File: src/rtl/hv_scan_bist_pkg.sv
// ---------------------------------------------------------------------------
// hv_scan_bist_pkg
// Shared definitions for the HV scan-register BIST responder:
//   - scan_bist_state_t : responder FSM state encoding
//   - HV_SCAN_REG_NUM_DEF / SCAN_IDX_W : default register count and the
//     matching register-index width
// ---------------------------------------------------------------------------
package hv_scan_bist_pkg;

    typedef enum logic [2:0] {
        IDLE,
        RD,
        CHK,
        ACK,
        WAIT_REL
    } scan_bist_state_t;

    localparam int unsigned HV_SCAN_REG_NUM_DEF = 16;
    localparam int unsigned SCAN_IDX_W          = $clog2(HV_SCAN_REG_NUM_DEF);

endpackage

File: src/rtl/hv_scan_reg_chk.sv
// ---------------------------------------------------------------------------
// hv_scan_reg_chk
// Combinational integrity check of one scan register read.
//   i_data   : true copy of the register
//   i_data_n : inverted shadow copy
//   i_par    : even-parity bit over i_data
//   o_fail   : 1 when the shadow is not the exact inverse of the true copy,
//              or when parity over {data, par} is odd
// ---------------------------------------------------------------------------
module hv_scan_reg_chk #(
    parameter int unsigned SCAN_REG_W = 8
) (
    input  logic [SCAN_REG_W-1:0] i_data,
    input  logic [SCAN_REG_W-1:0] i_data_n,
    input  logic                  i_par,
    output logic                  o_fail
);

    always_comb begin
        o_fail = (i_data != ~i_data_n) || (^{i_data, i_par});
    end

endmodule

File: src/rtl/hv_scan_reg_bist_rsp.sv
// ---------------------------------------------------------------------------
// hv_scan_reg_bist_rsp
// BIST responder: on each request, reads the next scan register (index
// wraps over HV_SCAN_REG_NUM), checks true/shadow/parity consistency and
// returns a one-cycle ack carrying the result. The first failing index is
// captured in a sticky error record.
//
// Ports:
//   i_clk, i_rst_n          : clock, synchronous active-low reset
//   i_bist_en               : BIST window; low aborts and clears everything
//   i_bist_scan_reg_req     : level request, held until ack
//   o_scan_reg_bist_ack/err : one-cycle ack and its check result
//   o_scan_rd_en/addr       : one-cycle register read strobe and index
//   i_scan_rd_data/_n/par   : read response, valid one cycle after rd_en
//   o_scan_err_addr/vld     : first failing index, sticky valid flag
//   i_scan_err_inj          : one-shot error injection arm (only when
//                             HV_SCAN_BIST_ERR_INJ_EN is defined)
//
// Latency: request seen in IDLE in cycle N -> ack in cycle N+3.
// ---------------------------------------------------------------------------
module hv_scan_reg_bist_rsp
    import hv_scan_bist_pkg::*;
#(
    parameter int unsigned HV_SCAN_REG_NUM = HV_SCAN_REG_NUM_DEF,
    parameter int unsigned SCAN_REG_W      = 8
) (
    input  logic                               i_clk,
    input  logic                               i_rst_n,
    input  logic                               i_bist_en,
    input  logic                               i_bist_scan_reg_req,
    output logic                               o_scan_reg_bist_ack,
    output logic                               o_scan_reg_bist_err,
    output logic                               o_scan_rd_en,
    output logic [$clog2(HV_SCAN_REG_NUM)-1:0] o_scan_rd_addr,
    input  logic [SCAN_REG_W-1:0]              i_scan_rd_data,
    input  logic [SCAN_REG_W-1:0]              i_scan_rd_data_n,
    input  logic                               i_scan_rd_par,
`ifdef HV_SCAN_BIST_ERR_INJ_EN
    input  logic                               i_scan_err_inj,
`endif
    output logic [$clog2(HV_SCAN_REG_NUM)-1:0] o_scan_err_addr,
    output logic                               o_scan_err_vld
);

    localparam int unsigned     IDX_W    = $clog2(HV_SCAN_REG_NUM);
    localparam logic [IDX_W-1:0] IDX_LAST = IDX_W'(HV_SCAN_REG_NUM - 1);

    scan_bist_state_t state;
    logic [IDX_W-1:0] idx;
    logic             chk_fail;
    logic             chk_err;

    hv_scan_reg_chk #(
        .SCAN_REG_W (SCAN_REG_W)
    ) u_chk (
        .i_data   (i_scan_rd_data),
        .i_data_n (i_scan_rd_data_n),
        .i_par    (i_scan_rd_par),
        .o_fail   (chk_fail)
    );

`ifdef HV_SCAN_BIST_ERR_INJ_EN
    logic inj_arm;
    // An armed injection is treated as a real failing check, so it also
    // feeds the sticky error record.
    assign chk_err = chk_fail | inj_arm;
`else
    assign chk_err = chk_fail;
`endif

    // Reset and a closed BIST window share one clear path: both drop any
    // in-flight transaction before it can reach ACK.
    always_ff @(posedge i_clk) begin
        if (!i_rst_n || !i_bist_en) begin
            state               <= IDLE;
            idx                 <= '0;
            o_scan_reg_bist_ack <= 1'b0;
            o_scan_reg_bist_err <= 1'b0;
            o_scan_rd_en        <= 1'b0;
            o_scan_rd_addr      <= '0;
            o_scan_err_addr     <= '0;
            o_scan_err_vld      <= 1'b0;
`ifdef HV_SCAN_BIST_ERR_INJ_EN
            inj_arm             <= 1'b0;
`endif
        end else begin
            case (state)
                IDLE: begin
`ifdef HV_SCAN_BIST_ERR_INJ_EN
                    if (i_scan_err_inj) begin
                        inj_arm <= 1'b1;
                    end
`endif
                    if (i_bist_scan_reg_req) begin
                        state          <= RD;
                        o_scan_rd_en   <= 1'b1;
                        o_scan_rd_addr <= idx;
                    end
                end
                RD: begin
                    state        <= CHK;
                    o_scan_rd_en <= 1'b0;
                end
                CHK: begin
                    // Result is registered straight into the ack outputs.
                    state               <= ACK;
                    o_scan_reg_bist_ack <= 1'b1;
                    o_scan_reg_bist_err <= chk_err;
                    if (chk_err && !o_scan_err_vld) begin
                        o_scan_err_addr <= idx;
                        o_scan_err_vld  <= 1'b1;
                    end
                end
                ACK: begin
                    state               <= WAIT_REL;
                    o_scan_reg_bist_ack <= 1'b0;
                    o_scan_reg_bist_err <= 1'b0;
                    idx                 <= (idx == IDX_LAST) ? '0 : idx + 1'b1;
`ifdef HV_SCAN_BIST_ERR_INJ_EN
                    inj_arm             <= 1'b0;
`endif
                end
                WAIT_REL: begin
                    if (!i_bist_scan_reg_req) begin
                        state <= IDLE;
                    end
                end
                default: begin
                    state <= IDLE;
                end
            endcase
        end
    end

endmodule

File: config.mk
export PLATFORM = sky130hd
export DESIGN_NAME = hv_scan_reg_bist_rsp
export DESIGN_NICKNAME = d
export VERILOG_FILES = /design/src/rtl/hv_scan_bist_pkg.sv /design/src/rtl/hv_scan_reg_chk.sv /design/src/rtl/hv_scan_reg_bist_rsp.sv
export SDC_FILE = /design/constraint.sdc
export NUM_CORES = 1
export LEC_CHECK = 0
export BUFFER_PORTS_ARGS = -buffer_cell sky130_fd_sc_hd__buf_4
export CORE_ASPECT_RATIO = 1.2
export CORE_MARGIN = 4
export CORE_UTILIZATION = 51
export CTS_CLUSTER_SIZE = 8
export DETAILED_ROUTE_END_ITERATION = 16
export PLACE_DENSITY = 0.84
export SYNTH_ARGS = -nofsm -noshare
export SYNTH_HDL_FRONTEND = slang
export SYNTH_SLANG_ARGS = --single-unit
File: constraint.sdc
create_clock -name i_clk -period 2.6 [get_ports i_clk]
set_input_delay 0.13 -clock i_clk [delete_from_list [all_inputs] [get_ports i_clk]]
set_output_delay 0.13 -clock i_clk [all_outputs]
set_load 0.05 [all_outputs]
# Word level (Yosys, flattened, before mapping)
# Index checks and enable logic that the tools add are counted.
# totals
ff_bits,19
output_inout_bits,12
# op_classes
bitwise_logic,1
n_mux,8
reduce_logical,14
n_eq_ne,8
add_sub_neg,1
# ops
operator,n
3-bit case mux with 5 select lines,1
9-bit XOR reduction,1
8-bit inequality test,1
8-bit NOT,1
2-bit AND reduction,4
"3-bit by 2-bit equality test with 1-bit output, second input constant",2
3-bit 2-to-1 mux,2
1-bit case mux with 2 select lines,3
"4-bit by 1-bit adder with 4-bit output, second input constant",1
"4-bit equality test, second input constant",1
4-bit 2-to-1 mux,1
"2-bit inequality test, second input constant",2
2-bit nonzero test,2
"3-bit by 1-bit equality test with 1-bit output, second input constant",1
"3-bit equality test, second input constant",1
1-bit zero test,3
3-bit zero test,1
1-bit logical OR,2
1-bit logical AND,1
1-bit 2-to-1 mux,1

# Logic depth before layout (Yosys ltp)
# Gate-level depths: netlist (run 1).
# depth
word_depth,5
mapped_depth,6
mapped_depth_nobuf,5

# By module
# From an unflattened synthesis (run 1), not the netlist that was laid out.
# hier_totals
cells_unflattened,100
area_unflattened_um2,960.9
# modules_own_cells
mod,cells_each,seq_area_each_um2,area_per_inst_um2,instances
hv_scan_reg_bist_rsp,82,380.4,798.3,1
hv_scan_reg_chk,18,0.0,162.7,1

# Worst setup path after synthesis (run 1)
# OpenSTA, ideal clock, no wires.
# synth_path
kind,in2reg
from,in i_scan_rd_data[3]
to,reg o_scan_err_addr[0]
required_ps,2528
stages,5
arrival_ps,1418
setup_slack_ps,1111
path_cell_list,xnor2_1 xnor3_1 nor4bb_2 nor4_4 mux2i_1
# synth_via
elab_chain_len,4
word_cells_on_any_way,5
cone_classes,1 x eq/ne; 4 x reduce/logical
# synth_rtl
item,line,source
start: declaration,hv_scan_reg_bist_rsp.sv:35,"input logic [SCAN_REG_W-1:0] i_scan_rd_data,"
8-bit inequality test / 9-bit XOR reduction (equally long branches),hv_scan_reg_chk.sv:20,"o_fail = (i_data != ~i_data_n) || (^{i_data, i_par});"
1-bit logical OR (*),hv_scan_reg_chk.sv:20,
1-bit logical AND (*),hv_scan_reg_bist_rsp.sv:109,if (chk_err && !o_scan_err_vld) begin
2-bit AND reduction (no source line) (*),--,
end signal: assignment,hv_scan_reg_bist_rsp.sv:110,o_scan_err_addr <= idx;
end: declaration,hv_scan_reg_bist_rsp.sv:41,"output logic [$clog2(HV_SCAN_REG_NUM)-1:0] o_scan_err_addr,"
# Every way passes the cells marked *; elsewhere a longest branch is shown, timed or not.
# A chain may end at the register's enable or synchronous reset.

# Worst setup path in the final report (run 1)
# layout_path
from,reg state[1]
to,reg o_scan_err_addr[3]
# layout_via
elab_chain_len,2
# layout_rtl
item,line,source
start: declaration,hv_scan_reg_bist_rsp.sv:48,scan_bist_state_t state;
start signal: assignment,hv_scan_reg_bist_rsp.sv:75,state <= IDLE;
start signal: assignment,hv_scan_reg_bist_rsp.sv:95,state <= RD;
start signal: assignment,hv_scan_reg_bist_rsp.sv:101,state <= CHK;
3-bit by 2-bit equality test with 1-bit output,hv_scan_reg_bist_rsp.sv:87,case (state)
2-bit AND reduction (no source line),--,
# No other way between the ends.

==> results of run 1 <==
metal layers:
layer,vias up,track usage,routed length (um),share of wire
li1,405,-,-,-
met1,379,0.1796,748,0.38
met2,29,0.3054,1020,0.51
met3,4,0.04854,191,0.096
met4,0,0.07834,29,0.015
met5,-,0,0,0
critical path, cell delays in order, from the launching register on:
cell,delay [ns]
dfxtp_1,0.42
nor2b_1,0.35
nand2b_1,0.18
nor4_4,0.43
mux2i_1,0.23
kinds of logic after synthesis:
family / after synthesis / synth area share
xor gates and xnor gates: 16 / 0.1722
buffers and inverters: 3 / 0.01202
DFF: 19 / 0.4059
AOI/OAI and AO/OA: 11 / 0.07076
and+or+nand+nor: 41 / 0.2403
muxes: 8 / 0.08545
adders and majority gates: 1 / 0.01335
synthesized netlist by cell type (all sizes together):
| library cell | instances | share of area |
|---|---|---|
| a21boi | 1 | 0.0080 |
| a21oi | 5 | 0.027 |
| a311oi | 1 | 0.0093 |
| and2 | 1 | 0.0067 |
| buf | 1 | 0.0040 |
| clkbuf | 2 | 0.0080 |
| dfxtp | 19 | 0.41 |
| ha | 1 | 0.013 |
| mux2i | 8 | 0.085 |
| nand2 | 12 | 0.048 |
| nand2b | 1 | 0.0067 |
| nand3 | 4 | 0.021 |
| nand4 | 2 | 0.013 |
| nor2 | 11 | 0.044 |
| nor2b | 2 | 0.013 |
| nor3 | 2 | 0.011 |
| nor4 | 3 | 0.043 |
| nor4bb | 1 | 0.017 |
| o21a | 2 | 0.016 |
| o21ai | 2 | 0.011 |
| or3 | 1 | 0.0067 |
| or3b | 1 | 0.0093 |
| xnor2 | 6 | 0.064 |
| xnor3 | 1 | 0.024 |
| xor2 | 9 | 0.084 |
through the flow:
stage                     total power [mW]  cell area [sq um]  hold WS, ns  setup WS (ns)    util
after floorplan                     0.3568              937.1       0.2939          1.111       -
after global placement              0.3917               1189       0.4241         0.9241  0.7068
after detailed placement            0.3950               1189       0.4280         0.8280  0.7068
after CTS                           0.5377               1215       0.1115         0.9061  0.7225
after global routing                0.5575               1215       0.1094         0.7537  0.7225
final                               0.5336               1215       0.1122         0.9273  0.7225
power by group:
group          total (mW)  internal [mW]  switching (mW)
combinational      0.0909         0.0509          0.0400
clock               0.146         0.0597          0.0866
sequential          0.296          0.293         0.00300
total               0.534          0.404           0.130
worst max path at each step:
stage                 startpoint                  to  slack, ns
6_report                state[1]  o_scan_err_addr[3]       0.93
2_1_floorplan  i_scan_rd_data[3]  o_scan_err_addr[0]       1.11
4_1_cts                 state[1]  o_scan_err_addr[3]       0.91
5_1_grt                 state[1]  o_scan_err_addr[3]       0.75
3_5_place_dp   i_scan_rd_data[3]  o_scan_err_addr[3]       0.83
3_3_place_gp   i_scan_rd_data[3]  o_scan_err_addr[0]       0.92
final cells by class:
class | instances | area share
clock buffer | 4 | 0.02163
multi-input combinational | 77 | 0.4490
sequential | 19 | 0.3131
tap | 18 | 0.01854
timing repair buffer | 32 | 0.1977
flip-flops by register name (all words and copies together) (netlist names):
name / flops
o_scan_reg_bist_ack: 1
o_scan_err_vld: 1
idx: 4
o_scan_rd_addr: 4
o_scan_err_addr: 4
o_scan_rd_en: 1
o_scan_reg_bist_err: 1
state: 3
cells in the final DEF, fill, tap and decap left out, types with 2 or more instances in the layout:
cell	synthesis	layout
clkbuf_4	0	3
nand4_1	2	2
mux2i_1	8	8
nor2_1	11	11
nor3_1	2	2
buf_4	0	32
xnor2_1	5	5
nand2_1	12	12
xor2_1	9	9
nor2b_1	2	2
a21oi_1	5	5
o21a_1	2	2
o21ai_0	2	2
nand3_1	4	4
dfxtp_1	19	19
==> impl_results.md, run 1 <==
- Arrival time worst endpoint: 1.90 ns
- Footprint of the multi-input gates: 545.5 sq um
- Crit Path Max Fanout: 6
- R2R Setup Slk: 0.93 ns
- DIE WIDTH: 47.13 um
- Ys Warns: 0
- Hold Crit Start: i_bist_scan_reg_req
- Hold depth: 3
- Clock skew: 0.001586 ns
- Worst setup path class: flip-flop to flip-flop
- Vias in the first global route: 773
- Count of non-filler cells in the finished layout: 150
- Mapped Area: 937.1 sq um
- CTS root buf: clkbuf_4
- Clk sink count: 19
- First-pass GRT wire length: 3.160 mm
- WL/cell: 13.26 um
- FF/Latch Area: 380.4 sq um
- Hold EP: state[0]
- Leak Pwr: 0.5013 nW
- Final WL: 1.989 mm
- Hold Crit Class: primary input to flip-flop
- Clock transition at the registers of the reported paths: 0.10 ns
- Slew headroom: 0.6865
- Yosys reg bits: 19
- Least-Margin Pin Slew: 0.4685 ns
- Iteration count of the initial detailed-routing pass: 4
- Endpoint class of the critical path: flip-flop
- Die height: 54.96 um
- CORE AREA: 1682 sq um
- Later-pin clock latency in the skew report: 0.29 ns
- Diode count: 0
- Die Area: 2590 sq um
- Post-DP HPWL: 1.593 mm
- Slew Limit Fails: 0
- Setup_tns: 0 ns
- CTS Hold Bufs: 0
- F_max: 597.8 MHz
- RSZ-0062 raised after global routing: no
- Initial drt markers: 8
- Final setup viols: 0
- Final #Nets: 155
- Max-cap violations: 0
- Placed cell count: 146
- GPL Wtd Cong: 0.7959
- Overall routing resource usage: 0.1703
- Crit path required time: 2.83 ns
- Starting Density: 0.5573
- PwrDens: 439.2 nW/um^2
- CTS HTree Levels: 1
- Share of cells above drive strength 1: 0.2955
- Via/cell ratio: 5.447
- Post-CTS Repair Setup Buffers: 0
- Cts repair resizes: 0
- ANT nets after route: 0
- CTS Buffer Depth: 2
- Worst reg2reg path depth: 4
- Top-level I/O count: 33
- Largest net degree at the start of global routing: 14
- Initial antenna violation count: 0
- Avg Inst Size Synth: 9.466 sq um
- CP Launch Type: flip-flop
- Outcome: finished, final reports clean
- Post-Syn Instances: 99
- RR Endpoint: o_scan_err_addr[3]
- Fillers: 143
- Tmin final: 1.673 ns
- Synth Net Count: 121
- Residual DRC: 0
- Final count of hold timing violations: 0
- Vias: 817
- Fin crit share: 0.6433
- Area grow syn2layout: 29.64%
- Seq/Total Area, Yosys: 0.4059
- Number of library cell types mapped by synthesis: 28
- # rows: 16
- Total CTS buffers: 3
- Worst vdd ir: 0.0003682 V
- CTS tree: yes
- Port buffer count: 32
- Reg2reg start: state[1]
- Gr ovfl total: 0
(Power assumes the default switching activity.)
==> run 2: changes to the inputs <==
--- a/config.mk
+++ b/config.mk
@@ -8,10 +8,10 @@
 export BUFFER_PORTS_ARGS = -buffer_cell sky130_fd_sc_hd__buf_4
 export CORE_ASPECT_RATIO = 1.2
 export CORE_MARGIN = 4
-export CORE_UTILIZATION = 51
+export CORE_UTILIZATION = 43
 export CTS_CLUSTER_SIZE = 8
 export DETAILED_ROUTE_END_ITERATION = 16
-export PLACE_DENSITY = 0.84
+export PLACE_DENSITY = 0.76
 export SYNTH_ARGS = -nofsm -noshare
 export SYNTH_HDL_FRONTEND = slang
 export SYNTH_SLANG_ARGS = --single-unit
==> constraint.sdc (replaced) <==
create_clock -name i_clk -period 1.35 [get_ports i_clk]
set_input_delay 0.0675 -clock i_clk [delete_from_list [all_inputs] [get_ports i_clk]]
set_output_delay 0.0675 -clock i_clk [all_outputs]
set_load 0.05 [all_outputs]
==> run 2 against run 1 <==
Total power rose by 100%. Worst hold slack worse by 0.066 ns. Core utilization is 6.5 points lower. Worst setup slack got worse by 0.89 ns. Sequential share of layout area decreased by 3.2 points. Count of clock-buffer cells in the layout decreased by 1. Wire length grew 11%. Largest power group unchanged. Die area is 16% higher. Clock power up 98%. Sequential power is 93% higher. Final cell count increased by 15%. Highest routed layer unchanged.
==> impl_results.md, run 2 (same netlist as run 1, synthesis figures left out) <==
- First-pass GRT wire length: 3.712 mm
- GPL Wtd Cong: 0.7529
- Fin crit share: 0.9757
- Post-DP HPWL: 1.804 mm
- Crit Path Max Fanout: 4
- Final setup viols: 0
- Area grow syn2layout: 45.39%
- Crit-path leading delay family: XOR/XNOR gates
- Initial antenna violation count: 0
- CP Launch Type: primary input
- Initial drt markers: 8
- F_max: 759.2 MHz
- Least-Margin Pin Slew: 0.4318 ns
- Final Instance Area: 1363 sq um
- PwrDens: 784.3 nW/um^2
- Worst setup path class: primary input to flip-flop
- RR Endpoint: idx[3]
- Clock power share: 0.271
- Total power: 1.069 mW
- Die Area: 2993 sq um
- CP bufs+invs: 2
- RSZ-0062 raised after global routing: yes
- Overall routing resource usage: 0.1659
- Slew Limit Fails: 0
- Fillers: 175
- Hold EP: state[0]
- Iteration count of the initial detailed-routing pass: 4
- Most frequent cells in the layout: buf_4, dfxtp_1, nand2_1
- CTS HTree Levels: 1
- Reg2reg start: state[1]
- Slowest CP cell: xnor3_1
- Switch share: 0.2521
- Clk sink count: 19
- Diode count: 0
- # rows: 18
- Slew headroom: 0.7114
- Port buffer count: 32
- Residual DRC: 0
- Crit path required time: 1.59 ns
- Commonest non-fill, non-tap cell in the layout: buf_4
- Hold depth: 3
- Hold Crit Class: primary input to flip-flop
- Worst vdd ir: 0.0007654 V
- Footprint of the multi-input gates: 576.8 sq um
- Vias: 843
- Top-level I/O count: 33
- Placed cell area: 1290 sq um
- Final WL: 2.216 mm
- Hold slack: 0.04593 ns
- Largest net degree at the start of global routing: 14
- P_int: 0.7992 mW
- Max-cap violations: 0
- Final count of hold timing violations: 0
- Largest regs: idx (4), o_scan_err_addr (4), o_scan_rd_addr (4)
- Logic pwr share: 0.196
- CTS root buf: clkbuf_4
- ANT nets after route: 0
- Tmin final: 1.317 ns
- Vias in the first global route: 852
- R2R Setup Slk: 0.08 ns
- Slowest stage delay, CP: 0.41 ns
- Starting Density: 0.4523
- Clock skew: 0.001109 ns
- CTS tree: yes
- Flop pwr share: 0.533
- Via/cell ratio: 4.873
- Die height: 59.14 um
- Gr ovfl total: 0
- Leak Pwr: 0.6007 nW
- CTS Hold Bufs: 0
- Outcome: finished, final reports clean
- WL/cell: 12.81 um
- Final #Nets: 166
- Arrival time worst endpoint: 1.56 ns
- Total CTS buffers: 3
- Worst reg2reg path depth: 5
- Endpoint class of the critical path: flip-flop
- Final design utilization: 0.6576
- P_sw: 0.2695 mW
- CORE AREA: 2072 sq um
- FF/Latch Area: 382.9 sq um
- Hold Crit Start: i_bist_scan_reg_req
- DIE WIDTH: 50.62 um
- CTS Buffer Depth: 2
- Share of cells above drive strength 1: 0.3916
- Clock transition at the registers of the reported paths: 0.10 ns
- Later-pin clock latency in the skew report: 0.30 ns
- Worst-path cell chain: buf_8 > xnor2_2 > xnor3_1 > nor4_2 > buf_4 > nor4_4 > mux2i_1
[run 2: cell count changes in the layout (fill, tap and decap cells not counted), moves of 2 or more]
cell | previous run | this run
dfxtp_1 | 19 | 17
dfxtp_2 | 0 | 2
buf_6 | 0 | 2
buf_4 | 32 | 40
[run 2: final cells by class]
cell class | count | area share
clock buffer | 3 | 0.01653
clock inverter | 1 | 0.003673
multi-input combinational | 77 | 0.4233
sequential | 19 | 0.2810
tap | 30 | 0.02755
timing repair buffer | 43 | 0.2479
[run 2: power by group through the flow]
stage | clock network [mW] | logic [mW] | registers (mW)
after global routing | 0.322 | 0.226 | 0.571
after detailed placement | 0 | 0.203 | 0.582
final | 0.289 | 0.210 | 0.570
after global placement | 0 | 0.198 | 0.581
after CTS | 0.300 | 0.204 | 0.569
after floorplan | 0 | 0.108 | 0.589
[run 2: worst max-delay path by stage]
stage,start,cells after the start,endpoint,slack (ns)
after global routing,i_scan_rd_data[4],7,o_scan_err_addr[0],-0.09
after global placement,i_scan_rd_data[3],6,o_scan_err_addr[0],-0.24
after floorplan,i_scan_rd_data[3],5,o_scan_err_addr[0],-0.06
after detailed placement,i_scan_rd_data[3],6,o_scan_err_addr[0],-0.34
final,i_scan_rd_data[4],7,o_scan_err_addr[1],0.03
after CTS,i_scan_rd_data[7],9,o_scan_err_addr[0],0.0009
[run 2: through the flow]
step,setup WS [ns],setup TNS [ns],instances
2_1_floorplan,-0.06071,-0.3470,99
3_3_place_gp,-0.2406,-1.225,167
3_5_place_dp,-0.3353,-1.624,167
4_1_cts,0.0008813,0,172
5_1_grt,-0.08506,-0.2509,173
6_report,0.03286,0,173
[run 2: tightest hold or removal path: cells and delay by family]
family        cells  cell delay, ns
simple gates      2            0.13
buf+inv           1            0.12
[run 2: layer usage]
layer	global-route usage	part of all wire	vias up
li1	-	-	435
met1	0.1625	0.36	372
met2	0.3172	0.53	31
met3	0.03778	0.084	5
met4	0.09231	0.025	0
met5	0	0	-
[run 2: repair_timing]
| item | CTS | global route |
|---|---|---|
| endpoints found under the setup margin | 4 | 9 |
| pin swaps | 2 | 4 |
| buffers inserted | 1 | 2 |
| gates resized for setup | 0 | 9 |
==> run 3: changes to the inputs <==
--- a/config.mk
+++ b/config.mk
@@ -5,13 +5,16 @@
 export SDC_FILE = /design/constraint.sdc
 export NUM_CORES = 1
 export LEC_CHECK = 0
+export ABC_AREA = 1
 export BUFFER_PORTS_ARGS = -buffer_cell sky130_fd_sc_hd__buf_4
 export CORE_ASPECT_RATIO = 1.2
 export CORE_MARGIN = 4
-export CORE_UTILIZATION = 43
+export CORE_UTILIZATION = 45
 export CTS_CLUSTER_SIZE = 8
 export DETAILED_ROUTE_END_ITERATION = 16
-export PLACE_DENSITY = 0.76
+export PLACE_DENSITY = 0.77
+export REMOVE_ABC_BUFFERS = 1
 export SYNTH_ARGS = -nofsm -noshare
 export SYNTH_HDL_FRONTEND = slang
 export SYNTH_SLANG_ARGS = --single-unit
+export TNS_END_PERCENT = 100
==> run 3 against run 2 <==
Die area rose by 9.7%. Sequential share of layout area fell by 1.6 points. Global-route usage fell by 0.79 points. Wire length rose by 7.1%. First-iteration DRC count rose by 38%. Sequential power rose by 1%. Combinational power rose by 20%. Count of clock-buffer cells in the layout rose by 1. Final area rose by 6.1%. Core utilization fell by 3.1 points. Area after synthesis rose by 17%. Final cell count rose by 33%. Highest routed layer unchanged.
==> impl_results.md, run 3 <==
- DIE WIDTH: 52.98 um
- Top-level I/O count: 33
- Hold Crit Class: primary input to flip-flop
- Top cell by count, worst path: inv_2
- Overall routing resource usage: 0.1580
- Vias in the first global route: 976
- Footprint of the multi-input gates: 588.1 sq um
- Starting Density: 0.4737
- Async SR Flop Fraction: 0
- Hold depth: 3
- Final setup viols: 0
- Port buffer count: 32
- Hold Crit Start: i_bist_scan_reg_req
- Via/cell ratio: 4.652
- Clock power share: 0.255
- Slew Limit Fails: 0
- Number of library cell types mapped by synthesis: 23
- ANT nets after route: 0
- Adder-cell area share of the yosys netlist: 0.01145
- Post-synth top area share: 0.3482
- F_max: 793.0 MHz
- CP bufs+invs: 4
- Clock skew: 0.005104 ns
- Most frequent cells in the layout: buf_4, nand2_1, inv_1
- Slew headroom: 0.8131
- Commonest non-fill, non-tap cell in the layout: buf_4
- Gr ovfl total: 0
- CTS tree: yes
- Total power: 1.111 mW
- Fin crit share: 0.9342
- P_int: 0.7958 mW
- Slowest CP cell: dfxtp_2
- Reg2reg start: state[1]
- # rows: 19
- Placed cell area: 1394 sq um
- Ys Warns: 0
- Synth Area in Compound Gates: 0.09278
- Largest net degree at the start of global routing: 11
- Worst vdd ir: 0.0004656 V
- Post-Syn Instances: 159
- Avg Inst Size Synth: 6.870 sq um
- Area grow syn2layout: 32.30%
- RSZ-0062 raised after global routing: no
- Hold EP: state[2]
- RR Endpoint: idx[0]
- Worst Setup Slack, final: 0.08889 ns
- CORE AREA: 2306 sq um
- Residual DRC: 0
- XOR/XNOR Fraction of Synth Area: 0.07216
- Most frequent cell after synthesis: nand2_1
- Worst setup path class: flip-flop to flip-flop
- Crit-path leading delay family: flip-flops
- Final count of hold timing violations: 0
- Yosys reg bits: 19
- Leak Pwr: 0.6605 nW
- Clock transition at the registers of the reported paths: 0.11 ns
- Cell taking the most area after synthesis: dfxtp_1
- CTS HTree Levels: 1
- FF/Latch Area: 382.9 sq um
- Worst reg2reg path depth: 9
- Least-Margin Pin Slew: 0.2786 ns
- Total CTS buffers: 3
- CTS root buf: clkbuf_4
- Post-synth top flop: dfxtp_1
- Vias: 1070
- Seq/Total Area, Yosys: 0.3482
- First-pass GRT wire length: 3.857 mm
- Fillers: 210
- CP Launch Type: flip-flop
- GPL Wtd Cong: 0.7449
- Setup WS pre-CTS: -0.0002633 ns
- Synth Area in Simple Gates: 0.3482
- Mapped Area: 1092 sq um
- CTS Buffer Depth: 2
- Diode count: 0
- Initial antenna violation count: 0
- Crit path required time: 1.54 ns
- Final design utilization: 0.6267
- Logic pwr share: 0.226
- Flop pwr share: 0.519
- P_sw: 0.3154 mW
- WL/cell: 10.32 um
- Final #Nets: 222
- Endpoint class of the critical path: flip-flop
- Post-DP HPWL: 1.940 mm
- Clk sink count: 19
- Initial drt markers: 11
- Iteration count of the initial detailed-routing pass: 4
- Worst-path cell chain: inv_2 > nor2_4 > inv_2 > nor2_4 > inv_2 > nor3_2 > inv_1 > o21ai_2 > a21oi_1
- Outcome: finished, final reports clean
- Final WL: 2.373 mm
- Top cell types by occurrence after synthesis: nand2_1, inv_1, dfxtp_1
- Die height: 61.97 um
- Crit Path Max Fanout: 6
- Largest regs: idx (4), o_scan_err_addr (4), o_scan_rd_addr (4)
- R2R Setup Slk: 0.09 ns
- Post-synth EDFFs: 0
- Mux cell area share after synthesis: 0
- Synth area leaders: dfxtp_1, nand2_1, inv_1, xnor2_1, nor2_1
- Max-cap violations: 0
- Hold slack: 0.06817 ns
- Arrival time worst endpoint: 1.45 ns
- PwrDens: 768.9 nW/um^2
- Switch share: 0.2838
- Die Area: 3283 sq um
- Largest family of logic cells by synthesized area: simple AND/OR/NAND/NOR gates
- Share of cells above drive strength 1: 0.3065
- Final Instance Area: 1445 sq um
- Later-pin clock latency in the skew report: 0.29 ns
- Tmin final: 1.261 ns
- Slowest stage delay, CP: 0.36 ns
[run 3: how the worst max path moves through the flow]
| stage | from | to | cells after the start | slack [ns] |
|---|---|---|---|---|
| 3_3_place_gp | state[1] | idx[0] | 9 | 0.11 |
| 5_1_grt | state[1] | idx[0] | 9 | 0.02 |
| 2_1_floorplan | state[1] | idx[0] | 9 | 0.12 |
| 4_1_cts | state[1] | idx[0] | 9 | 0.02 |
| 3_5_place_dp | state[1] | idx[0] | 9 | -0.0003 |
| 6_report | state[1] | idx[0] | 9 | 0.09 |
[run 3: cells by family (layout without fill, tap and decap cells)]
group | count (synthesis) | after routing
fa+ha+maj | 1 | 1
buf+inv | 37 | 77
flops | 19 | 19
compound gates | 19 | 19
simple gates | 74 | 74
xor+xnor | 9 | 9
[run 3: area by class of cell]
cell class,instances,share of cell area
multi-input combinational,103,0.4069
sequential,19,0.2649
timing repair buffer,36,0.1870
inverter,37,0.09610
tap,31,0.02684
clock buffer,4,0.01818
[run 3: metal layers]
layer	vias to the layer above	global-route usage	wire length (um)
li1	567	-	-
met2	24	0.2943	1263
met1	477	0.1786	964
met5	-	0	0
met4	0	0.06569	34
met3	2	0.02387	110
[run 3: power groups by stage]
stage / sequential (mW) / clock [mW] / combinational, mW
after detailed placement: 0.589 / 0 / 0.250
after floorplan: 0.617 / 0 / 0.126
final: 0.576 / 0.284 / 0.251
after global placement: 0.589 / 0 / 0.240
after global routing: 0.578 / 0.307 / 0.279
after CTS: 0.577 / 0.287 / 0.250
[run 3: tightest hold or removal path: cells and delay by family]
kind | cells | cell delay, ns
buffers and inverters | 1 | 0.11
AO/OA/AOI/OAI | 1 | 0.06
AND/OR/NAND/NOR | 1 | 0.08
[run 3: what timing repair did]
action | CTS | global route
pin swaps | 0 | 0
hold buffers | 0 | 0
setup endpoints to repair | 2 | 4
setup buffers | 0 | 1
endpoints found under the hold margin | 0 | 0
resized for setup | 1 | 4
[run 3: stage by stage]
step                      std cells    TNS [ns]
after floorplan                 159           0
after global placement          225           0
after detailed placement        225  -0.0002633
after CTS                       229           0
after global routing            230           0
final                           230           0
